**src/rtl/serial_pattern_tx.sv**
```systemverilog
// Serial pattern transmitter: accepts a WIDTH-bit word over valid/ready and
// shifts it out MSB first, followed by GAP idle cycles.
module serial_pattern_tx #(
    parameter int WIDTH = 8,
    parameter int GAP   = 1
) (
    input  logic             clk,
    input  logic             rst,
    input  logic [WIDTH-1:0] data_in,
    input  logic             data_valid,
    output logic             data_ready,
    output logic             x,
    output logic             x_valid,
    output logic             last,
    output logic             busy
);

    localparam int             CW       = $clog2(WIDTH);
    localparam logic [CW-1:0]  CNT_INIT = CW'(WIDTH - 1);
    localparam logic [CW-1:0]  CNT_ONE  = CW'(1);
    localparam logic [CW-1:0]  CNT_ZERO = {CW{1'b0}};
    localparam bit             HAS_GAP  = (GAP > 0);
    localparam logic [3:0]     GAP_INIT = (GAP > 0) ? 4'(GAP - 1) : 4'd0;

    typedef enum logic [1:0] {
        ST_IDLE  = 2'd0,
        ST_SHIFT = 2'd1,
        ST_GAP   = 2'd2
    } state_t;

    state_t           r_state;
    logic [WIDTH-1:0] r_shift;
    logic [CW-1:0]    r_bit_cnt;
    logic [3:0]       r_gap_cnt;
    logic             r_x;
    logic             r_x_valid;
    logic             r_last;
    logic             r_busy;

    logic             w_ready;
    logic             w_accept;

    // Ready also opens in the final cycle of a frame (GAP=0) or of the gap,
    // so back-to-back frames need no extra IDLE cycle.
    assign w_ready = (r_state == ST_IDLE)
                  || ((r_state == ST_SHIFT) && (r_bit_cnt == CNT_ZERO) && !HAS_GAP)
                  || ((r_state == ST_GAP) && (r_gap_cnt == 4'd0));
    assign w_accept   = data_valid && w_ready;
    assign data_ready = w_ready;

    assign x       = r_x;
    assign x_valid = r_x_valid;
    assign last    = r_last;
    assign busy    = r_busy;

    // State machine; output registers hold the value for the coming cycle
    always_ff @(posedge clk) begin
        if (rst) begin
            r_state   <= ST_IDLE;
            r_shift   <= {WIDTH{1'b0}};
            r_bit_cnt <= CNT_ZERO;
            r_gap_cnt <= 4'd0;
            r_x       <= 1'b0;
            r_x_valid <= 1'b0;
            r_last    <= 1'b0;
            r_busy    <= 1'b0;
        end else if (w_accept) begin
            r_state   <= ST_SHIFT;
            r_shift   <= {data_in[WIDTH-2:0], 1'b0};
            r_bit_cnt <= CNT_INIT;
            r_gap_cnt <= 4'd0;
            r_x       <= data_in[WIDTH-1];
            r_x_valid <= 1'b1;
            r_last    <= 1'b0;
            r_busy    <= 1'b1;
        end else begin
            case (r_state)
                ST_IDLE: begin
                    r_x       <= 1'b0;
                    r_x_valid <= 1'b0;
                    r_last    <= 1'b0;
                    r_busy    <= 1'b0;
                end
                ST_SHIFT: begin
                    if (r_bit_cnt != CNT_ZERO) begin
                        r_x       <= r_shift[WIDTH-1];
                        r_shift   <= {r_shift[WIDTH-2:0], 1'b0};
                        r_bit_cnt <= r_bit_cnt - CNT_ONE;
                        r_last    <= (r_bit_cnt == CNT_ONE);
                    end else begin
                        r_x       <= 1'b0;
                        r_x_valid <= 1'b0;
                        r_last    <= 1'b0;
                        if (HAS_GAP) begin
                            r_state   <= ST_GAP;
                            r_gap_cnt <= GAP_INIT;
                            r_busy    <= 1'b1;
                        end else begin
                            r_state   <= ST_IDLE;
                            r_busy    <= 1'b0;
                        end
                    end
                end
                ST_GAP: begin
                    if (r_gap_cnt != 4'd0) begin
                        r_gap_cnt <= r_gap_cnt - 4'd1;
                    end else begin
                        r_state <= ST_IDLE;
                        r_busy  <= 1'b0;
                    end
                end
                default: begin
                    r_state   <= ST_IDLE;
                    r_shift   <= {WIDTH{1'b0}};
                    r_bit_cnt <= CNT_ZERO;
                    r_gap_cnt <= 4'd0;
                    r_x       <= 1'b0;
                    r_x_valid <= 1'b0;
                    r_last    <= 1'b0;
                    r_busy    <= 1'b0;
                end
            endcase
        end
    end

endmodule

```
**config.mk**
```make
export PLATFORM = sky130hd
export DESIGN_NAME = serial_pattern_tx
export DESIGN_NICKNAME = d
export VERILOG_FILES = /design/src/rtl/serial_pattern_tx.sv
export SDC_FILE = /design/constraint.sdc
export NUM_CORES = 1
export LEC_CHECK = 0
export CORE_ASPECT_RATIO = 1.25
export CORE_MARGIN = 4
export CORE_UTILIZATION = 56
export DETAILED_ROUTE_END_ITERATION = 8
export GPL_ROUTABILITY_DRIVEN = 0
export HOLD_SLACK_MARGIN = 0.06
export PLACE_DENSITY = 0.9
export SLEW_MARGIN = 30
export SYNTH_ARGS = -nofsm -noshare
export SYNTH_HDL_FRONTEND = slang
export SYNTH_SLANG_ARGS = --single-unit
```
**constraint.sdc**
```tcl
create_clock -name clk -period 3.5 [get_ports clk]
set_input_delay 0.7 -clock clk [delete_from_list [all_inputs] [get_ports clk]]
set_output_delay 0.7 -clock clk [all_outputs]
set_load 0.1 [all_outputs]
```
==> summary.txt, run 1 <==
Route
  • Iteration-0 DRC Markers: 9
  • Total routed wirelength: 2.26 mm
  • Final ANT Viol Nets: 0
  • Routed vias/inst: 6.13
  • Vias: 907
  • DR pass1 iterations: 4
  • WL per Instance: 15.3 um
  • Drc violations: 0

GRT
  • Initial antenna violation count: 0
  • Met1 usage in global routing: 0.204
  • Met2 Usage GRT: 0.332
  • Remaining global-route overflow: 0
  • Grt peak-use layer: met2
  • First-pass GRT wire length: 3.71 mm
  • GRT Total Usage: 0.186
  • Vias in the first global route: 911
  • Met3 usage: 0.0224
  • Largest net degree at the start of global routing: 21

Power
  • Power per Cell Area: 416 mW/mm^2
  • Sequential share of power: 0.522
  • Comb power frac: 0.262
  • Sw power: 0.165 mW
  • P_int: 0.331 mW
  • Worst vdd rail ir drop: 0.274 mV
  • Clock power share: 0.216
  • Leak: 0.421 nW
  • Sw Ratio: 0.333

Clocking
  • Htree depth: 1
  • CTS Hold Bufs: 0
  • Setup Buffers After CTS: 0
  • Post-CTS sizing: 0
  • Clock Path Buffers: 2
  • CTS buffer count: 3
  • CTS tree: done
  • Clock transition at path regs: 0.10 ns
  • Clk Tree Root Cell: clkbuf_4
  • CTS Sinks: 20
  • Clk_lat worst skew: 0.30 ns

STA
  • Fin crit share: 0.787
  • Final setup viols: 0
  • Fin. max-slew vios: 0
  • Final hold slack: 0.478 ns
  • Post-Route Setup TNS: 0 ns
  • Final hold vios: 0
  • Rel. slew slack: 0.341
  • Fmax: 363 MHz
  • Clock Skews: 0.000523 ns
  • Worst slew pin tran: 0.986 ns
  • Fin worst setup slack: 0.745 ns
  • Unrepaired setup endpoints after global routing: false
  • Shortest period the worst path allows: 2.76 ns

Yosys
  • Compound-Gate Fraction of Synth Area: 0.273
  • Seq/Total Area, Yosys: 0.380
  • Synth top area cells: dfxtp_1 (38%), a21oi_1 (6.2%), ha_1 (5.9%)
  • Post-synthesis simple-gate area fraction: 0.207
  • Post-Synth Adder-Cell Area: 0.0595
  • Mapped cell area: 0.00105 sq mm
  • Synth Instances: 119
  • #FFs+latches synth: 20
  • Mapped Nets: 135
  • Largest family of logic cells by synthesized area: compound AO/OA/AOI/OAI gates
  • Yosys top cell area share: 0.380
  • Post-synthesis xor/xnor area fraction: 0
  • Distinct cell type count of the synthesized netlist: 34
  • Post-synth ARST share: 0
  • Yosys warnings: 0
  • Ys flop type: dfxtp_1
  • Post-Syn Area per Cell: 8.84 sq um
  • Post-synth EDFFs: 0
  • Mux contribution to synthesized area: 0.00951
  • Yosys top cell by area: dfxtp_1

Worst setup path
  • Crit-path max FO: 8
  • Crit path from: r_gap_cnt[0]$_SDFFE_PP0P_
  • Worst path cell trace: inv_1, ha_1, or3b_1, a21oi_1, buf_4
  • Worst EP required: 2.80 ns
  • Kind of critical path: flip-flop to output port
  • CP max stage delay: 0.52 ns
  • R2r startpoint: r_bit_cnt[0]$_SDFFE_PP0P_
  • Crit start category: flip-flop
  • Critical Path End Type: output port
  • Critical-path top delay cell: or3b_1
  • CP arrival: 2.06 ns

Finish
  • Most frequent cells in the layout: dfxtp_1 (20), clkdlybuf4s50_1 (14), a21oi_1 (13)
  • Non-Filler Instances: 148
  • Syn-to-layout area delta: 13.6%
  • Final Net Count: 147
  • Area occupied by multi-input gates: 578 sq um
  • Core Util, Final: 0.677
  • Antenna cells: 0
  • Seq. cell area: 400 sq um
  • Fillcell total: 149
  • Layout cell share with drive strength beyond 1: 0.0930
  • Commonest non-fill, non-tap cell in the layout: dfxtp_1

Die
  • Die ar.: 0.00264 sq mm
  • Die Wd: 46.8 um
  • Initial core utilization: 0.596
  • Die Y: 56.5 um
  • # IOs: 16
  • Core area: 0.00177 sq mm
  • FP Rows: 17

Placement
  • IO Port Bufs: 15
  • Pre-CTS worst setup slack: 1.07 ns
  • HPWL Detailed: 1.65 mm
  • Post-placement cell count: 145

Flow run
  • Maxcap violations: 0

Min path
  • HP Start: r_shift[1]$_SDFFE_PP0P_
  • HP Class: flip-flop to flip-flop

Outcome
  • Status: complete, no violations
[Yosys cell counts, types with 2 or more instances]
cell type	count
a22oi_1	3
clkbuf_1	3
buf_2	2
inv_1	6
nor3_1	7
nor2b_1	4
a211oi_1	2
nor3_2	2
nand3b_1	2
nand3_1	3
ha_1	5
nor2_1	9
buf_6	2
dfxtp_1	20
nor3b_1	2
a221oi_1	2
a32oi_1	4
a21oi_1	13
nand2_1	6
a221oi_2	2
nand2b_1	2
o21ai_0	6
[metrics by stage]
step	area, sq um	power (mW)
global route	1190	0.521
finish	1190	0.497
floorplan	1050	0.362
global placement	1170	0.388
CTS	1190	0.497
detailed placement	1170	0.394
[path summary, 6_finish.rpt]
kind                        endpoint  slack [ns]  cells past startpoint
max                       data_ready        0.74                      5
min          r_shift[1]$_SDFFE_PP0P_        0.48                      2
max reg2reg  r_shift[2]$_SDFFE_PP0P_        1.40                      6
min reg2reg  r_shift[1]$_SDFFE_PP0P_        0.48                      2
[kinds of logic (layout without fill, tap and decap cells)]
| family | count (synthesis) | in the layout |
|---|---|---|
| AOI/OAI and AO/OA | 39 | 39 |
| adders and majority gates | 5 | 5 |
| buffers and inverters | 14 | 24 |
| DFF | 20 | 20 |
| muxes | 1 | 1 |
| and+or+nand+nor | 40 | 40 |
[critical path, delay by kind of cell, from the launching register on]
family | cells | cell delay (ns)
flip-flops | 1 | 0.36
buffers and inverters | 2 | 0.42
AO/OA/AOI/OAI | 1 | 0.26
AND/OR/NAND/NOR | 1 | 0.52
adder cells (fa/ha/maj) | 1 | 0.19
[power groups by stage]
stage / clock (mW) / sequential [mW] / combinational, mW
floorplan: 0 / 0.278 / 0.0834
global placement: 0 / 0.263 / 0.125
detailed placement: 0 / 0.264 / 0.130
CTS: 0.107 / 0.259 / 0.131
global route: 0.119 / 0.261 / 0.141
finish: 0.107 / 0.259 / 0.130
[routing by layer]
| layer | wire [um] | up-vias |
|---|---|---|
| li1 | - | 452 |
| met1 | 957 | 432 |
| met2 | 1190 | 15 |
| met3 | 54 | 8 |
| met4 | 54 | 0 |
| met5 | 0 | - |
[sequential cells by signal (all words and copies together) (netlist names)]
signal,flops
busy,1
last,1
r_bit_cnt,3
r_gap_cnt,4
r_shift,7
r_state,2
x,1
x_valid,1
[layout make-up]
cell class              count  share of cell area
well taps                  19              0.0199
flip-flops and latches     20               0.335
inverters                   6              0.0188
multi-input cells          85               0.484
clock buffers               3              0.0188
repair buffers             15               0.124
(Power assumes the default switching activity.)
==> run 2: changes to the inputs <==
--- a/config.mk
+++ b/config.mk
@@ -7,11 +7,11 @@
 export LEC_CHECK = 0
 export CORE_ASPECT_RATIO = 1.25
 export CORE_MARGIN = 4
-export CORE_UTILIZATION = 56
+export CORE_UTILIZATION = 47
 export DETAILED_ROUTE_END_ITERATION = 8
 export GPL_ROUTABILITY_DRIVEN = 0
 export HOLD_SLACK_MARGIN = 0.06
-export PLACE_DENSITY = 0.9
+export PLACE_DENSITY = 0.82
 export SLEW_MARGIN = 30
 export SYNTH_ARGS = -nofsm -noshare
 export SYNTH_HDL_FRONTEND = slang
==> constraint.sdc (replaced) <==
create_clock -name clk -period 2.5 [get_ports clk]
set_input_delay 0.5 -clock clk [delete_from_list [all_inputs] [get_ports clk]]
set_output_delay 0.5 -clock clk [all_outputs]
set_load 0.1 [all_outputs]
==> summary.txt, run 2 (synthesis gave the netlist of run 1 again) <==
Placement
  • IO Port Bufs: 15
  • HPWL Detailed: 1.53 mm

Clocking
  • CTS buffer count: 3
  • Clk_lat worst skew: 0.30 ns
  • Htree depth: 1
  • CTS tree: done
  • Clk Tree Root Cell: clkbuf_4
  • Clock transition at path regs: 0.12 ns
  • CTS Hold Bufs: 0
  • CTS Sinks: 20
  • Clock Path Buffers: 2

Finish
  • Final Net Count: 149
  • Commonest non-fill, non-tap cell in the layout: dfxtp_1
  • Most flop-heavy register: r_shift
  • Biggest regs: r_shift (7), r_gap_cnt (4), r_bit_cnt (3)
  • Area occupied by multi-input gates: 584 sq um
  • Number of flip-flops in the largest register: 7
  • Fillcell total: 183
  • Layout cell share with drive strength beyond 1: 0.159
  • Most frequent cells in the layout: dfxtp_1 (20), a21oi_1 (12), clkdlybuf4s50_1 (10)
  • Antenna cells: 0
  • Core Util, Final: 0.616
  • Seq. cell area: 400 sq um
  • Syn-to-layout area delta: 20.0%

STA
  • Final setup viols: 0
  • Fin. max-slew vios: 0
  • Fmax: 423 MHz
  • Rel. slew slack: 0.477
  • Final hold vios: 0
  • Worst slew pin tran: 0.783 ns
  • Unrepaired setup endpoints after global routing: false
  • Fin crit share: 0.946
  • Clock Skews: 0.00183 ns
  • Shortest period the worst path allows: 2.36 ns
  • Post-Route Setup TNS: 0 ns

Die
  • Core area: 0.00205 sq mm
  • # IOs: 16
  • Die Wd: 50.3 um
  • Initial core utilization: 0.513
  • Die ar.: 0.00306 sq mm
  • Die Y: 60.9 um
  • FP Rows: 18

Route
  • WL per Instance: 13.5 um
  • Iteration-0 DRC Markers: 18
  • Routed vias/inst: 5.69
  • Drc violations: 0
  • Final ANT Viol Nets: 0
  • DR pass1 iterations: 4
  • Vias: 922
  • Total routed wirelength: 2.19 mm

Min path
  • Hold worst-path end: r_shift[7]$_SDFFE_PP0P_
  • Hold depth: 2
  • HP Class: flip-flop to flip-flop
  • HP Start: r_shift[7]$_SDFFE_PP0P_

Power
  • Power per Cell Area: 647 mW/mm^2
  • Leak: 0.455 nW
  • Worst vdd rail ir drop: 0.508 mV

Worst setup path
  • Worst R2R End: r_shift[3]$_SDFFE_PP0P_
  • Kind of critical path: flip-flop to output port
  • CP max stage delay: 0.47 ns
  • Worst EP required: 2.00 ns
  • R2R setup slack: 0.63 ns
  • Critical-path top delay cell: or3b_4
  • CP arrival: 1.86 ns
  • Crit path from: r_gap_cnt[0]$_SDFFE_PP0P_
  • Worst Reg2Reg Path Length in Cells: 6
  • Crit start category: flip-flop
  • Worst path cell trace: inv_1, ha_1, or3b_4, a21oi_2, buf_12
  • Crit-path max FO: 8
  • Critical Path End Type: output port
  • R2r startpoint: r_gap_cnt[0]$_SDFFE_PP0P_

Outcome
  • Status: complete, no violations

GRT
  • GRT Total Usage: 0.157
  • Largest net degree at the start of global routing: 21
  • Remaining global-route overflow: 0
  • Vias in the first global route: 879
  • First-pass GRT wire length: 3.62 mm
  • Initial antenna violation count: 0

Flow run
  • Maxcap violations: 0
run 2: per-stage QoR:
step / hold WS (ns) / total power [mW] / area (sq um) / setup WS, ns / cells
after floorplan: 0.443 / 0.507 / 1060 / 0.0474 / 119
after global routing: 0.507 / 0.858 / 1260 / 0.0106 / 162
after detailed placement: 0.464 / 0.557 / 1210 / 0.377 / 158
after CTS: 0.481 / 0.821 / 1260 / 0.0215 / 162
after global placement: 0.454 / 0.552 / 1210 / 0.436 / 158
final: 0.481 / 0.817 / 1260 / 0.135 / 162
run 2: final cells by class:
cell class | count | area share
flip-flops and latches | 20 | 0.317
clock buffers | 3 | 0.0178
well taps | 30 | 0.0297
repair buffers | 17 | 0.131
clock inverters | 1 | 0.0238
multi-input cells | 85 | 0.463
inverters | 6 | 0.0178
run 2: critical path: cells and delay by family (launching register included):
kind	cells	cell delay, ns
AO/OA/AOI/OAI	1	0.24
adder cells (fa/ha/maj)	1	0.20
buffers and inverters	2	0.29
flip-flops	1	0.37
AND/OR/NAND/NOR	1	0.47
run 2: power breakdown:
part	switching (mW)	internal (mW)
registers	0.0215	0.341
clock network	0.104	0.162
logic	0.116	0.0725
run 2: per-layer routing:
metal	vias to the layer above	track usage	share of wire	wire length, um
li1	456	-	-	-
met4	0	0.100	0.031	68
met2	26	0.285	0.51	1110
met3	8	0.0344	0.043	94
met5	-	0	0	0
met1	432	0.164	0.42	917
run 2: how the worst max path moves through the flow:
stage                       endpoint  slack [ns]  cells past startpoint
after global placement    data_ready        0.44                      5
final                     data_ready        0.14                      5
after floorplan           data_ready        0.05                      5
after CTS                 data_ready        0.02                      5
after global routing      data_ready        0.01                      5
after detailed placement  data_ready        0.38                      5
run 2: repair_timing:
item | 4_1_cts | 5_1_grt
endpoints found under the setup margin | 0 | 1
resized for setup | 0 | 1
buffers inserted | 0 | 0
